<file path="src/rtl/regfile_mp.sv">
// regfile_mp: parametrised register file with 2 read ports, write-back port, SP/T side ports and pending scoreboard.
// Optional REGFILE_BYPASS_EN forwards same-cycle writes to the read side. Rev 1.0
`default_nettype none

module regfile_mp #(
  parameter int unsigned WIDTH   = 16,
  parameter int unsigned DEPTH   = 16,
  parameter int unsigned AW      = 4,
  parameter int unsigned IN_IDX  = 9,
  parameter int unsigned SP_IDX  = 10,
  parameter int unsigned T_IDX   = 11,
  parameter int unsigned SP_STEP = 1
) (
  input  logic             CLK,
  input  logic             RST,
  input  logic [AW-1:0]    rd_addr_a,
  output logic [WIDTH-1:0] rd_data_a,
  input  logic [AW-1:0]    rd_addr_b,
  output logic [WIDTH-1:0] rd_data_b,
  output logic             busy_a,
  output logic             busy_b,
  input  logic             wr_en,
  input  logic [AW-1:0]    wr_addr,
  input  logic [WIDTH-1:0] wr_data,
  input  logic [1:0]       sp_op,
  input  logic             t_we,
  input  logic [WIDTH-1:0] t_data,
  input  logic             iss_en,
  input  logic [AW-1:0]    iss_addr,
  output logic [WIDTH-1:0] out_in,
  output logic [WIDTH-1:0] out_sp,
  output logic [WIDTH-1:0] out_t,
  output logic [DEPTH-1:0] pend_vec
);

  logic [WIDTH-1:0] r_regs [DEPTH];
  logic [WIDTH-1:0] w_next [DEPTH];
  logic [WIDTH-1:0] w_src  [DEPTH];
  logic [DEPTH-1:0] r_pend;
  logic [DEPTH-1:0] w_pend_nxt;
  logic             w_wr_ok;
  logic             w_iss_ok;
  logic             w_rda_ok;
  logic             w_rdb_ok;

  assign w_wr_ok  = wr_en  && (32'(wr_addr)   < DEPTH);
  assign w_iss_ok = iss_en && (32'(iss_addr)  < DEPTH);
  assign w_rda_ok = (32'(rd_addr_a) < DEPTH);
  assign w_rdb_ok = (32'(rd_addr_b) < DEPTH);

  // Main port is applied last so it overrides the SP/T side ports on a collision.
  always_comb begin
    w_next = r_regs;
    case (sp_op)
      2'b01:   w_next[SP_IDX] = r_regs[SP_IDX] + WIDTH'(SP_STEP);
      2'b10:   w_next[SP_IDX] = r_regs[SP_IDX] - WIDTH'(SP_STEP);
      default: ;
    endcase
    if (t_we)    w_next[T_IDX]   = t_data;
    if (w_wr_ok) w_next[wr_addr] = wr_data;
  end

  // Issue is applied after write-back clear: a new producer supersedes the retiring one.
  always_comb begin
    w_pend_nxt = r_pend;
    if (w_wr_ok)  w_pend_nxt[wr_addr]  = 1'b0;
    if (w_iss_ok) w_pend_nxt[iss_addr] = 1'b1;
  end

  always_ff @(posedge CLK or negedge RST) begin
    if (!RST) begin
      r_regs <= '{default: '0};
      r_pend <= '0;
    end else begin
      r_regs <= w_next;
      r_pend <= w_pend_nxt;
    end
  end

`ifdef REGFILE_BYPASS_EN
  always_comb w_src = w_next;
`else
  always_comb w_src = r_regs;
`endif

  always_comb begin
    rd_data_a = '0;
    rd_data_b = '0;
    busy_a    = 1'b0;
    busy_b    = 1'b0;
    if (RST && w_rda_ok) begin
      rd_data_a = w_src[rd_addr_a];
      busy_a    = r_pend[rd_addr_a];
`ifdef REGFILE_BYPASS_EN
      if (w_wr_ok && (wr_addr == rd_addr_a))
        busy_a = w_iss_ok && (iss_addr == rd_addr_a);
`endif
    end
    if (RST && w_rdb_ok) begin
      rd_data_b = w_src[rd_addr_b];
      busy_b    = r_pend[rd_addr_b];
`ifdef REGFILE_BYPASS_EN
      if (w_wr_ok && (wr_addr == rd_addr_b))
        busy_b = w_iss_ok && (iss_addr == rd_addr_b);
`endif
    end
  end

  assign out_in   = RST ? w_src[IN_IDX] : '0;
  assign out_sp   = RST ? w_src[SP_IDX] : '0;
  assign out_t    = RST ? w_src[T_IDX]  : '0;
  assign pend_vec = RST ? r_pend        : '0;

endmodule

`default_nettype wire

</file>
<file path="config.mk">
export PLATFORM = sky130hd
export DESIGN_NAME = regfile_mp
export DESIGN_NICKNAME = d
export VERILOG_FILES = /design/src/rtl/regfile_mp.sv
export SDC_FILE = /design/constraint.sdc
export NUM_CORES = 1
export LEC_CHECK = 0
export BUFFER_PORTS_ARGS = -buffer_cell sky130_fd_sc_hd__buf_4
export CAP_MARGIN = 20
export CORE_MARGIN = 5
export CORE_UTILIZATION = 60
export DETAILED_ROUTE_END_ITERATION = 6
export GPL_ROUTABILITY_DRIVEN = 0
export PLACE_DENSITY = 0.8
export SYNTH_ARGS = -nofsm -noshare
export SYNTH_HDL_FRONTEND = slang
export SYNTH_SLANG_ARGS = --single-unit
</file>
<file path="constraint.sdc">
create_clock -name CLK -period 4 [get_ports CLK]
set_clock_uncertainty 0.05 [all_clocks]
set_input_delay 0.8 -clock CLK [delete_from_list [all_inputs] [get_ports CLK]]
set_output_delay 0.8 -clock CLK [all_outputs]
set_load 0.005 [all_outputs]
</file>
==> flow_summary.toml, run 1 <==
[placed_design]
io_buffers = 152
placed_area_um2 = 17600
hpwlAfterDp_mm = 29.5

[floorplan]
core-area_um2 = 26200
ios = 153
rows = 59
design.die.area_um2 = 30100
die_w_um = 174
start_util_pct = 61.3
die_y_um = 174

[synthesis]
synthCells = 1181
async_reset_ff_share_pct = 100
syn_area_per_cell_um2 = 13.6
synth_top_family_by_area = "multiplexers"
ys_ff_latch = 272
synth-edff-count = 0
netlist_area_um2 = 16100
ys_types = 57
ys.flop_type = "dfrtp_1"
synth_compound_area_share_pct = 4.31
syn-num-nets = 1239
yosysWarnings = 0
synth_xor_area_share_pct = 1.20
synthAdderAreaFrac_pct = 0.234
synth-simple-area-share_pct = 8.26
synth_seq_area_share_pct = 42.4
synthMuxAreaShare_pct = 40.6

[sta]
whs_ns = 0.155
grt_setup_unrepaired = "false"
final.setup.tns_ns = 0
relSlewSlack_pct = 38.7
slew_violations = 0
finalCritPeriodShare_pct = 90.0
hold_violations = 0
setup_viol = 0
min_period_ns = 3.60
worst_slew_pin_slew_ns = 0.918
max_freq_ghz = 0.278

[cts]
htree_levels = 1
numCtsBuffers = 28
clockBufferDepth = 3
cts_setup_buffers = 0
clock_latency_ns = 0.54
cts_hold_buf = 0
cts_tree = "yes"
cts.sinks = 272
clk_pin_slew_ns = 0.06
cts_resized = 0
cts-root-buf = "clkbuf_16"

[layout]
syn2layout_area_growth_pct = 15.5
final_cell_mix = "dfrtp_1, mux2_2, buf_4"
finalInstanceArea_um2 = 18600
layout_commonest_cell = "dfrtp_1"
fill_cells = 1702
drive_gt1_share_pct = 49.0
fin_nets = 1350
utilization_pct = 70.8

[global_routing]
grt_pass1_vias = 11700
grt-ovfl-total = 0
grt_usage_pct = 29.6
antenna_found_initial = 2
grt_pass1_wl_mm = 70.0
grt_max_degree = 94

[detailed_routing]
firstDrtPassIters = 5
routedWlPerCell_um = 27.2
viasPerCell = 6.92
drt_iter0_drc = 1242
drc = 0
drt_wl_total_mm = 44.8
antenna_left = 0
vias = 11400

[run]
cap_violations = 0

[power]
power_uw = 9600
p_leak_uw = 0.00777
ir_worst_vdd_v = 0.000291
p_per_area_nw_per_um2 = 517

[outcome]
status = "complete, no violations"

[critical_path]
critPathMaxFanout = 23
start_kind = "input port"
reg2regPathDepth = 10
crit_path_end_kind = "output port"
path_class = "input port to output port"
crit_arrival_ns = 2.75
required_ns = 3.15
r2r_setup_slack_ns = 1.22

[min_path]
hold_path.class = "input port to async pin"
[routing by layer]
metal | share of wire, % | global-route usage, % | routed length (um)
met5 | 0.029 | 0 | 13
met3 | 8.3 | 4.41 | 3700
met4 | 3.4 | 9.63 | 1540
met2 | 47 | 46.7 | 21200
met1 | 41 | 43.3 | 18400
[registers in the layout, indices dropped and copies added (netlist names)]
| name | count |
|---|---|
| r_pend | 16 |
| r_regs | 256 |
[critical path: stages]
cell	delay (ns)
buf_4	0.31
buf_12	0.27
mux4_2	0.54
mux4_2	0.50
and2_1	0.17
buf_4	0.13
[through the flow]
stage               cells  setup WS [ns]
detailed placement   1596          0.373
finish               1646          0.398
floorplan            1181          0.196
global placement     1596          0.390
global route         1646          0.295
CTS                  1644          0.360
[where the power goes]
group	internal [uW]	total [uW]	switching [uW]	leakage (uW)
combinational	1750	2760	1010	0.00401
sequential	3420	4270	852	0.00331
clock	1490	2570	1080	0.000445
[path summary, 6_finish.rpt]
check,start,to
worst min-delay path,RST,r_regs[65]
worst max register to register,r_regs[81],r_regs[90]
max in group asynchronous,RST,r_regs[168]
worst min register to register,r_regs[223],r_regs[223]
worst max-delay path,rd_addr_a[0],rd_data_a[11]
min in group CLK,iss_addr[3],r_pend[2]
[area by class of cell]
type	count	area, um^2	share of cell area [%]
tap	335	419	2.26
sequential	272	6810	36.7
clock inverter	7	60.1	0.324
antenna	1	2.50	0.0135
multi-input combinational	790	8790	47.4
timing repair buffer	196	1640	8.82
clock buffer	41	831	4.48
inverter	4	15.0	0.0809
[cell families after synthesis]
kind of cell / after synthesis
buf+inv: 119
mux: 411
flops: 272
fa+ha+maj: 3
xor+xnor: 22
simple gates: 241
compound gates: 113
[synthesized netlist by cell type, types with 3 or more instances]
library cell | n | share of area, %
dfrtp_1 | 272 | 42
mux2_2 | 224 | 16
mux4_2 | 170 | 24
and2_1 | 98 | 3.8
clkbuf_1 | 77 | 1.8
nor2_1 | 44 | 1.0
nand2_1 | 43 | 1.0
o21ai_0 | 38 | 1.2
a21oi_1 | 31 | 0.97
buf_1 | 17 | 0.40
buf_2 | 17 | 0.53
mux2i_1 | 17 | 1.1
xnor2_1 | 14 | 0.76
nand2b_1 | 9 | 0.35
nand3_1 | 8 | 0.25
xor2_1 | 8 | 0.44
nand3b_1 | 6 | 0.28
o21ai_1 | 6 | 0.19
o31a_1 | 6 | 0.33
or3_1 | 6 | 0.23
nor2b_1 | 5 | 0.19
o31ai_1 | 5 | 0.23
o22ai_1 | 4 | 0.16
and3b_1 | 3 | 0.16
buf_4 | 3 | 0.14
ha_1 | 3 | 0.23
inv_1 | 3 | 0.070
nor4_1 | 3 | 0.12
o211ai_1 | 3 | 0.14
Power figures use the tool's default switching activity.
==> inputs of run 2 (changes only) <==
- CELL_PAD_IN_SITES_DETAIL_PLACEMENT: default -> 1
- CELL_PAD_IN_SITES_GLOBAL_PLACEMENT: default -> 2
- CORE_UTILIZATION: 60 -> 43
- PLACE_DENSITY: 0.8 -> 0.81
==> run 2 against run 1 <==
Against the previous run: clock power rose by 13%; utilization fell by 20 points; non-clock buffer count rose by 1; critical path type unchanged; largest power group unchanged; largest cell class unchanged; worst setup slack got worse by 0.055 ns; critical path depth did not move; via count fell by 1.4%.
==> flow_summary.toml, run 2 (synthesized netlist as in run 1, its figures left out) <==
[outcome]
status = "complete, no violations"

[layout]
utilization_pct = 51.2
syn2layout_area_growth_pct = 17.3
multi_input_area_um2 = 8790
final-seq-area_um2 = 6810
fin_nets = 1353
fill_cells = 3655
final_cell_mix = "dfrtp_1, mux2_2, buf_4"
reg_top3 = "r_regs x256, r_pend x16"
layout_commonest_cell = "dfrtp_1"
top_register = "r_regs"
drive_gt1_share_pct = 49.1
largest_reg_flops = 256
antenna_cells = 0
layoutNonFillerInstCount = 1785

[critical_path]
crit_path_top_delay_cell = "mux4_2"
critical_path.cell_chain = "buf_4 -> buf_12 -> mux4_2 -> mux4_2 -> and2_1 -> buf_4"
crit_path_end_kind = "output port"
start_kind = "input port"
r2r-end = "r_regs[90]"
crit_arrival_ns = 2.81
r2r_setup_slack_ns = 1.13
required_ns = 3.15
rr_startpoint = "r_regs[81]"
reg2regPathDepth = 10
critPathMaxStageDelay_ns = 0.56
path_class = "input port to output port"
critPathMaxFanout = 22

[floorplan]
design.die.area_um2 = 41300
start_util_pct = 43.7
core-area_um2 = 36800
ios = 153
die_y_um = 203
die_w_um = 203
rows = 70

[detailed_routing]
antenna_left = 0
firstDrtPassIters = 5
drc = 0
drt_wl_total_mm = 50.8
viasPerCell = 6.29
routedWlPerCell_um = 28.5
drt_iter0_drc = 886
vias = 11200

[sta]
relSlewSlack_pct = 34.9
slew_violations = 0
final.setup.tns_ns = 0
worst_slew_pin_slew_ns = 0.975
hold_violations = 0
min_period_ns = 3.66
max_freq_ghz = 0.273
grt_setup_unrepaired = "false"
finalCritPeriodShare_pct = 91.4
setup_viol = 0

[cts]
cts.sinks = 272
cts-root-buf = "clkbuf_16"
cts_setup_buffers = 0
htree_levels = 1
numCtsBuffers = 30
cts_hold_buf = 0
clockBufferDepth = 3
cts_tree = "yes"
cts_resized = 0
clock_latency_ns = 0.57
clk_pin_slew_ns = 0.07

[power]
power_uw = 10000
p_per_area_nw_per_um2 = 531
ir_worst_vdd_v = 0.000337
p_leak_uw = 0.00783

[global_routing]
grt-ovfl-total = 0
grt_pass1_vias = 12200
grt_pass1_wl_mm = 79.2
grt_max_degree = 66
grt_usage_pct = 24.7
antenna_found_initial = 1

[placed_design]
dp_cells = 1731
io_buffers = 152
hpwlAfterDp_mm = 33.6

[run]
cap_violations = 0

[min_path]
hold_path.class = "input port to async pin"
## run 2: how the worst max path moves through the flow
stage | startpoint | endpoint | cells after the start
CTS | rd_addr_b[0] | rd_data_b[6] | 6
global route | rd_addr_b[0] | rd_data_b[6] | 6
global placement | rd_addr_b[0] | rd_data_b[6] | 6
finish | rd_addr_b[0] | rd_data_b[6] | 6
floorplan | sp_op[0] | r_regs[90] | 18
detailed placement | rd_addr_b[0] | rd_data_b[0] | 6
## run 2: cell type report
class	count	share of cell area, %
Multi-Input combinational cell	790	46.6
Sequential cell	272	36.1
Timing Repair Buffer	197	8.62
Clock buffer	45	4.82
Tap cell	468	3.11
Clock inverter	9	0.637
Inverter	4	0.0797
## run 2: report_power, final
group / leakage, uW / switching [uW] / internal [uW]
clock: 0.000512 / 1150 / 1750
combinational: 0.00400 / 1040 / 1750
sequential: 0.00331 / 887 / 3420
## run 2: metal layers
layer  share of wire [%]  global-route usage (%)  vias to the layer above
li1                    -                       -                     4716
met4                 1.8                    5.28                        0
met1                  44                    36.1                     6063
met2                  48                    39.9                      393
met3                 5.8                    3.61                       62
met5                   0                       0                        -
## run 2: worst max-delay path, delay by kind of cell
family	cells	cell delay, ns
and+or+nand+nor	1	0.19
buffers and inverters	3	0.68
muxes	2	1.11
## run 2: metrics by stage
step | hold slack (ns) | instance area [um^2] | setup slack, ns
2_1_floorplan | 0.424 | 16100 | 0.196
3_3_place_gp | 0.451 | 17800 | 0.384
3_5_place_dp | 0.463 | 17800 | 0.369
4_1_cts | 0.0425 | 18800 | 0.311
5_1_grt | 0.0562 | 18800 | 0.264
6_report | 0.0591 | 18800 | 0.343
==> inputs of run 3 (changes only) <==
- CAP_MARGIN: 20 -> 5
- CELL_PAD_IN_SITES_DETAIL_PLACEMENT: 1 -> default
- CELL_PAD_IN_SITES_GLOBAL_PLACEMENT: 2 -> default
- CORE_UTILIZATION: 43 -> 45
- PLACE_DENSITY: 0.81 -> 0.62
==> run 3 against run 2 <==
Against the previous run: worst setup slack better by 0.012 ns; non-clock buffer count stayed put; global-route usage is 0.44 points lower; final area is 0.48% higher; count of clock-buffer cells in the layout is 1 higher; utilization is 2.3 points higher; final cell count is 0.22% lower; highest routed layer unchanged; first-iteration DRC count is 20% lower; total power is 0.42% lower; clock power is 2% higher; die area is 4.2% lower.
==> flow_summary.toml, run 3 (synthesized netlist as in run 1, its figures left out) <==
[sta]
min_period_ns = 3.65
final.setup.tns_ns = 0
max_freq_ghz = 0.274
setup_viol = 0
hold_violations = 0
finalCritPeriodShare_pct = 91.1
relSlewSlack_pct = 20.7
worst_slew_pin_slew_ns = 1.19
slew_violations = 0
grt_setup_unrepaired = "false"

[critical_path]
critPathMaxStageDelay_ns = 0.54
path_delay_family = "multiplexers"
crit_path_end_kind = "output port"
required_ns = 3.15
path_class = "input port to output port"
critPathLaunch = "rd_addr_a[0]"
start_kind = "input port"
critPathMaxFanout = 23
cp_num_buf_inv = 3
rr_startpoint = "r_regs[81]"
crit_path_top_delay_cell = "mux4_2"
critical_path.cell_chain = "buf_4 -> buf_12 -> mux4_2 -> mux4_2 -> and2_1 -> buf_4"
crit_arrival_ns = 2.80

[detailed_routing]
drc = 0
drt_iter0_drc = 707
antenna_left = 0
firstDrtPassIters = 5
viasPerCell = 6.21
drt_wl_total_mm = 47.5
routedWlPerCell_um = 26.7
vias = 11100

[cts]
cts_setup_buffers = 0
cts_tree = "yes"
cts_hold_buf = 0
numCtsBuffers = 31
clk_pin_slew_ns = 0.06
cts.sinks = 272
htree_levels = 1
cts-root-buf = "clkbuf_16"
clock_latency_ns = 0.56
cts_resized = 0
clockBufferDepth = 3

[layout]
multi_input_area_um2 = 8800
final-seq-area_um2 = 6810
fill_cells = 3007
antenna_cells = 0
layout_commonest_cell = "dfrtp_1"
drive_gt1_share_pct = 49.7
top_register = "r_regs"
fin_nets = 1354
reg_top3 = "r_regs x256, r_pend x16"
syn2layout_area_growth_pct = 17.9
finalInstanceArea_um2 = 18900
largest_reg_flops = 256
final_cell_mix = "dfrtp_1, mux2_2, buf_4"

[power]
ir_worst_vdd_v = 0.000345
p_leak_uw = 0.00786
p_per_area_nw_per_um2 = 526
power_uw = 9960

[global_routing]
grt_usage_pct = 24.3
grt_pass1_vias = 11500
grt_max_degree = 79
antenna_found_initial = 1
grt_pass1_wl_mm = 73.2
grt-ovfl-total = 0

[placed_design]
io_buffers = 152
hpwlAfterDp_mm = 32.0
placed_area_um2 = 17900

[outcome]
status = "complete, no violations"

[floorplan]
start_util_pct = 45.4
die_w_um = 199
die_y_um = 199
design.die.area_um2 = 39600
core-area_um2 = 35400
ios = 153
rows = 69

[min_path]
hold_path.class = "input port to async pin"

[run]
cap_violations = 0
-- run 3: cell types whose count changed in the layout (fill, tap and decap cells not counted) --
cell	change
buf_12	+4
nor2_1	-6
inv_6	+1
inv_8	+1
clkbuf_8	+1
nor2_2	+6
buf_4	-4
-- run 3: worst paths after layout --
kind                                  to  slack (ns)  cells after the start
max                        rd_data_a[12]        0.35                      6
min                           r_regs[66]        0.08                      1
max reg2reg                   r_regs[90]        1.18                     10
min reg2reg                   r_regs[54]        0.48                      1
max in group asynchronous    r_regs[150]        2.56                      3
min in group CLK               r_pend[0]        0.45                      2
-- run 3: metrics by stage --
stage / hold slack, ns / utilization, % / worst slack, ns / cells
final: 0.0845 / 53.5 / 0.355 / 1781
after global routing: 0.0926 / 53.5 / 0.282 / 1781
after CTS: 0.0793 / 53.5 / 0.336 / 1781
after detailed placement: 0.459 / 50.5 / 0.341 / 1724
after global placement: 0.451 / 50.5 / 0.341 / 1724
after floorplan: 0.424 / - / 0.196 / 1181
-- run 3: power breakdown --
group | switching [uW] | total, uW | internal, uW
Clock | 1170 | 2950 | 1780
Sequential | 832 | 4250 | 3420
Combinational | 1000 | 2760 | 1760
Total | 3000 | 9960 | 6960
-- run 3: area by class of cell --
type | instances | share of cell area [%]
Clock buffer | 46 | 4.87
Clock inverter | 11 | 0.740
Inverter | 4 | 0.0793
Multi-Input combinational cell | 790 | 46.5
Sequential cell | 272 | 35.9
Tap cell | 461 | 3.05
Timing Repair Buffer | 197 | 8.84
-- run 3: per-layer routing --
metal / global-route usage (%) / part of all wire (%) / wire [um]
met5: 0 / 0 / 0
met4: 6.97 / 3.2 / 1500
met3: 3.95 / 5.9 / 2820
met2: 38.2 / 47 / 22200
met1: 35.4 / 44 / 21000
